$ cat config.mk
export PLATFORM = sky130hd
export DESIGN_NAME = cmd_arbiter
export DESIGN_NICKNAME = d
export VERILOG_FILES = /design/src/rtl/cmd_arbiter.sv
export SDC_FILE = /design/constraint.sdc
export NUM_CORES = 1
export LEC_CHECK = 0
export BUFFER_PORTS_ARGS = -buffer_cell sky130_fd_sc_hd__buf_2
export CORE_ASPECT_RATIO = 1.1
export CORE_MARGIN = 2
export CORE_UTILIZATION = 46
export CTS_BUF_LIST = sky130_fd_sc_hd__clkbuf_16
export DETAILED_ROUTE_END_ITERATION = 8
export HOLD_SLACK_MARGIN = 0.15
export PLACE_DENSITY = 0.81
export SYNTH_ARGS = -nofsm -noshare
export SYNTH_HDL_FRONTEND = slang
export SYNTH_SLANG_ARGS = --single-unit
export TNS_END_PERCENT = 5
$ cat constraint.sdc
create_clock -name i_sys_clk -period 3.6 [get_ports i_sys_clk]
set_clock_uncertainty 0.2 [all_clocks]
set_input_delay 0.36 -clock i_sys_clk [delete_from_list [all_inputs] [get_ports i_sys_clk]]
set_output_delay 0.36 -clock i_sys_clk [all_outputs]
set_load 0.1 [all_outputs]
$ cat src/rtl/cmd_arbiter.sv
// cmd_arbiter: round-robin arbiter issuing one register command at a time with ack timeout
module cmd_arbiter #(
   parameter int NUM_REQ = 2,
   parameter int ADDR_BITS = 20,
   parameter int DATA_BITS = 32,
   parameter int ACK_TIMEOUT_CLKS = 256,
   parameter logic [DATA_BITS-1:0] TIMEOUT_DATA = 32'hDEAD_BEEF,
   localparam int GW = (NUM_REQ > 1) ? $clog2(NUM_REQ) : 1
) (
   input  logic                           i_sys_clk,
   input  logic                           i_sys_srst,
   input  logic [NUM_REQ-1:0]             i_req_valid,
   input  logic [NUM_REQ-1:0]             i_req_wr_en,
   input  logic [NUM_REQ*ADDR_BITS-1:0]   i_req_addr,
   input  logic [NUM_REQ*DATA_BITS-1:0]   i_req_wdata,
   output logic [NUM_REQ-1:0]             o_req_ack,
   output logic                           o_req_err,
   output logic [DATA_BITS-1:0]           o_req_rdata,
   output logic                           o_cmd_valid,
   output logic                           o_cmd_wr_en,
   output logic [ADDR_BITS-1:0]           o_cmd_addr,
   output logic [DATA_BITS-1:0]           o_cmd_wdata,
   input  logic                           i_cmd_ack,
   input  logic [DATA_BITS-1:0]           i_cmd_rdata,
   output logic                           o_busy,
   output logic [GW-1:0]                  o_grant_idx,
   output logic [7:0]                     o_timeout_cnt
);
   localparam int CW = $clog2(ACK_TIMEOUT_CLKS + 1);
   typedef enum logic [1:0] {IDLE, ISSUE, WAIT, RESP} state_t;
   state_t state, state_nxt;
   logic [CW-1:0] cnt, cnt_nxt;
   logic [GW-1:0] win;
   logic win_ok, take_ack, take_to;
   // descending scan so the nearest requester after the last grant is assigned last
   always_comb begin
      win = o_grant_idx;
      win_ok = 1'b0;
      for (int i = NUM_REQ; i >= 1; i--) begin
         if (i_req_valid[GW'((int'(o_grant_idx) + i) % NUM_REQ)]) begin
            win = GW'((int'(o_grant_idx) + i) % NUM_REQ);
            win_ok = 1'b1;
         end
      end
   end
   always_comb begin
      state_nxt = state;
      cnt_nxt = cnt;
      take_ack = 1'b0;
      take_to = 1'b0;
      case (state)
         IDLE: state_nxt = win_ok ? ISSUE : IDLE;
         ISSUE: begin
            cnt_nxt = CW'(1);
            take_ack = i_cmd_ack;
            state_nxt = i_cmd_ack ? RESP : WAIT;
         end
         WAIT: begin
            cnt_nxt = cnt + CW'(1);
            take_ack = i_cmd_ack;
            take_to = !i_cmd_ack && (cnt_nxt == CW'(ACK_TIMEOUT_CLKS));
            state_nxt = (take_ack || take_to) ? RESP : WAIT;
         end
         default: state_nxt = IDLE;
      endcase
   end
   always_ff @(posedge i_sys_clk) begin
      if (i_sys_srst) begin
         state <= IDLE;
         cnt <= '0;
         o_grant_idx <= GW'(NUM_REQ - 1);
         o_cmd_wr_en <= 1'b0;
         o_cmd_addr <= '0;
         o_cmd_wdata <= '0;
         o_req_ack <= '0;
         o_req_err <= 1'b0;
         o_req_rdata <= '0;
         o_cmd_valid <= 1'b0;
         o_busy <= 1'b0;
         o_timeout_cnt <= '0;
      end else begin
         state <= state_nxt;
         cnt <= cnt_nxt;
         if (state == IDLE && win_ok) begin
            o_grant_idx <= win;
            o_cmd_wr_en <= i_req_wr_en[win];
            o_cmd_addr <= i_req_addr[win*ADDR_BITS +: ADDR_BITS];
            o_cmd_wdata <= i_req_wdata[win*DATA_BITS +: DATA_BITS];
         end
         if (take_ack) begin
            o_req_rdata <= i_cmd_rdata;
            o_req_err <= 1'b0;
         end
         if (take_to) begin
            o_req_rdata <= TIMEOUT_DATA;
            o_req_err <= 1'b1;
            if (o_timeout_cnt != 8'hFF) o_timeout_cnt <= o_timeout_cnt + 8'd1;
         end
         // outputs are registered from the next state so they align with it
         o_cmd_valid <= (state_nxt == ISSUE);
         o_busy <= (state_nxt != IDLE);
         o_req_ack <= (state_nxt == RESP) ? ({{(NUM_REQ-1){1'b0}}, 1'b1} << o_grant_idx) : '0;
      end
   end
endmodule
==> run metrics <==
status complete, no violations; iteration-0 DRC count of the detailed router roughly 260; Pwr Total 4280 uW; vias in the first global route 4604; hold-critical path depth 3; Hold WC Path Type in2reg; Setup Viol. Count Final 0; Mapped Area approximately 4700 um^2; synth unique cells 35; critical path required time between 3 and 4 ns; vias per cell 5.39; first-pass GRT wire length around 21 mm; Seq/Total Area, Yosys 0.467; initial antenna violation count 0; Peak VDD IR ~0.4 mV; clk_lat worst skew 0.34 ns; Pwr Density roughly 650 nW/um^2; PortBufs 240; CORE AREA approximately 10000 um^2; hold wc startpoint i_req_wdata[21]; r2r setup slk between 0.5 and 0.6 ns; Critical Path End Type flop; Yosys top cell area share 0.467; leak pwr between 0.003 and 0.004 uW; hold_buf cts 39; die height 110 um; Pins Over Slew Limit 0; clk slew on worst S/H paths approximately 0.07 ns; Synth Flop Type dfxtp_1; Num CTS Buffers 9; Yosys reg bits 110; largest net degree at the start of global routing 71; Post-synth EDFFs 0; Area contributors post-synth dfxtp_1 (47%), mux2i_1 (12%), a211oi_1 (8.6%); Pre-Repair DR Iteration Count 5; setup bufs post-CTS 0; CP arrival 3.06 ns; Final GP Congestion roughly 0.86; fin crit period ~3.0 ns; Crit Reg-Reg Startpoint cnt[0]; Via Count around 5000; Ys Warns 0; post-DP HPWL roughly 9.5 mm; crit start category flop; CTS Sinks 110; kind of critical path reg2reg; Sequential Area 2210 um^2; fmax ~330 MHz; Top Ports approximately 240; Area Overhead vs Synth 40.5%; Die Wd 101 um; Fin. Hold Viols 0; post-route ant nets 0; GRT Residual Overflow 0; headroom to the max-slew limit 0.295; reg2reg end o_req_rdata[17]; share of layout cells above drive strength 1 0.330; MaxCap Viol Count 0; DR DRC count 0; post-synth top area cell dfxtp_1; clock root buffer clkbuf_16; RSZ-0062 raised after global routing no; # diodes 0; Async SR Flop Fraction 0; fin crit share 0.846; Rows 38; TNS Setup 0 ns; CTS resizes 0; syn nets ~700; H-Tree Depth 3; DRT Wirelength 14.2 mm; Avg Cell Area, Syn around 8.6 um^2; slew at the pin closest to its max-slew limit 1.06 ns; # fillers 777; worst-case reg-to-reg path depth 8; nets@finish around 950; Max Root-Sink Buffers 2; post-DR wirelength/cell 15.3 um; WHS Endpoint o_cmd_wdata[21]; cell count after synthesis 549; Initial Util 0.475; critical path peak fanout 27; die area between 10000 and 15000 um^2; multi-input logic area roughly 2300 um^2; GRT Resource Usage Total 0.243; CTS tree built
==> worst max path at each step <==
stage                       end   start  slack [ns]  depth (start not counted)
2_1_floorplan  o_timeout_cnt[6]  cnt[0]        0.86                          8
3_3_place_gp    o_req_rdata[22]  cnt[0]        0.75                          8
3_5_place_dp    o_req_rdata[17]  cnt[0]        0.67                          8
4_1_cts         o_req_rdata[20]  cnt[0]        0.63                          8
5_1_grt         o_req_rdata[22]  cnt[0]        0.44                          8
6_report        o_req_rdata[17]  cnt[0]        0.56                          8
==> critical path: stages, from the launching register on <==
cell and delay [ns]:
dfxtp_1 0.45, ha_1 0.30, and3_2 0.27, nand3_1 0.12, o311a_1 0.36, or4_1 0.56, buf_4 0.25, nand2b_1 0.30
a21oi_1 0.10
==> flip-flops by register name, indices dropped and copies added, names as in the netlist, 2 cells and up <==
| name | flops |
|---|---|
| cnt | 9 |
| o_cmd_wdata | 32 |
| state | 2 |
| o_cmd_addr | 20 |
| o_timeout_cnt | 8 |
| o_req_ack | 2 |
| o_req_rdata | 32 |
==> stage by stage <==
| stage | instances | setup WS (ns) | hold WS, ns | utilization | instance area [um^2] |
|---|---|---|---|---|---|
| floorplan | 549 | 0.859 | 0.296 | - | 4720 |
| global placement | 868 | 0.753 | 0.242 | 0.597 | 5930 |
| detailed placement | 868 | 0.668 | 0.246 | 0.597 | 5930 |
| CTS | 923 | 0.632 | 0.150 | 0.667 | 6630 |
| global route | 923 | 0.442 | 0.166 | 0.667 | 6630 |
| finish | 923 | 0.555 | 0.151 | 0.667 | 6630 |
==> synth_stat cells (5+ instances only) <==
master,number
a211oi_1,54
a21oi_1,21
a31oi_1,25
buf_1,10
clkbuf_1,32
dfxtp_1,110
ha_1,7
inv_1,12
mux2i_1,55
nand2_1,79
nand3_1,10
nor2_1,77
nor3_1,5
o21ai_0,13
or3_1,6
==> per-layer routing <==
| layer | up-vias | GRT usage | routed length, um |
|---|---|---|---|
| met1 | 2271 | 0.297 | 5640 |
| met2 | 230 | 0.409 | 7120 |
| met5 | - | 0 | 0 |
| met4 | 0 | 0.104 | 387 |
| met3 | 42 | 0.0593 | 1020 |
| li1 | 2430 | - | - |
==> final cells by class <==
cell class              instances  share of cell area
clock buffers                  10              0.0378
clock inverters                 6             0.00868
inverters                      12             0.00680
multi-input cells             381               0.345
flip-flops and latches        110               0.333
well taps                     120              0.0227
repair buffers                284               0.246
==> where the power goes <==
group / switching [uW] / internal [uW]
Sequential: 118 / 1360
Clock: 444 / 579
Combinational: 1390 / 378
Total: 1960 / 2320
==> cells by family (layout without fill, tap and decap cells) <==
| family | after synthesis | count (layout) | share of synthesized area |
|---|---|---|---|
| buffers and inverters | 58 | 312 | 0.0491 |
| XOR/XNOR | 3 | 3 | 0.00557 |
| AO/OA/AOI/OAI | 122 | 122 | 0.171 |
| multiplexers | 55 | 55 | 0.117 |
| adder cells (fa/ha/maj) | 7 | 7 | 0.0186 |
| AND/OR/NAND/NOR | 194 | 194 | 0.172 |
| flip-flops | 110 | 110 | 0.467 |
==> cells in the final DEF, fill, tap and decap left out, types with 2 or more instances in the layout <==
| cell | netlist | routed |
|---|---|---|
| a211oi_1 | 54 | 54 |
| a21oi_1 | 21 | 21 |
| a22oi_1 | 2 | 2 |
| a31oi_1 | 25 | 25 |
| and3_1 | 2 | 2 |
| buf_2 | 2 | 239 |
| buf_4 | 1 | 6 |
| clkbuf_16 | 0 | 10 |
| clkinv_2 | 0 | 3 |
| dfxtp_1 | 110 | 109 |
| dlygate4sd3_1 | 0 | 39 |
| ha_1 | 7 | 7 |
| inv_1 | 12 | 12 |
| mux2i_1 | 55 | 55 |
| nand2_1 | 79 | 79 |
| nand2b_1 | 3 | 3 |
| nand3_1 | 10 | 10 |
| nand4_1 | 2 | 2 |
| nor2_1 | 77 | 76 |
| nor3_1 | 5 | 5 |
| nor4_1 | 3 | 3 |
| o21ai_0 | 13 | 13 |
| o31ai_1 | 2 | 2 |
| or3_1 | 6 | 6 |
| or4_1 | 3 | 3 |
| xnor2_1 | 3 | 3 |
Note: power is estimated with default switching activity, not from simulation.
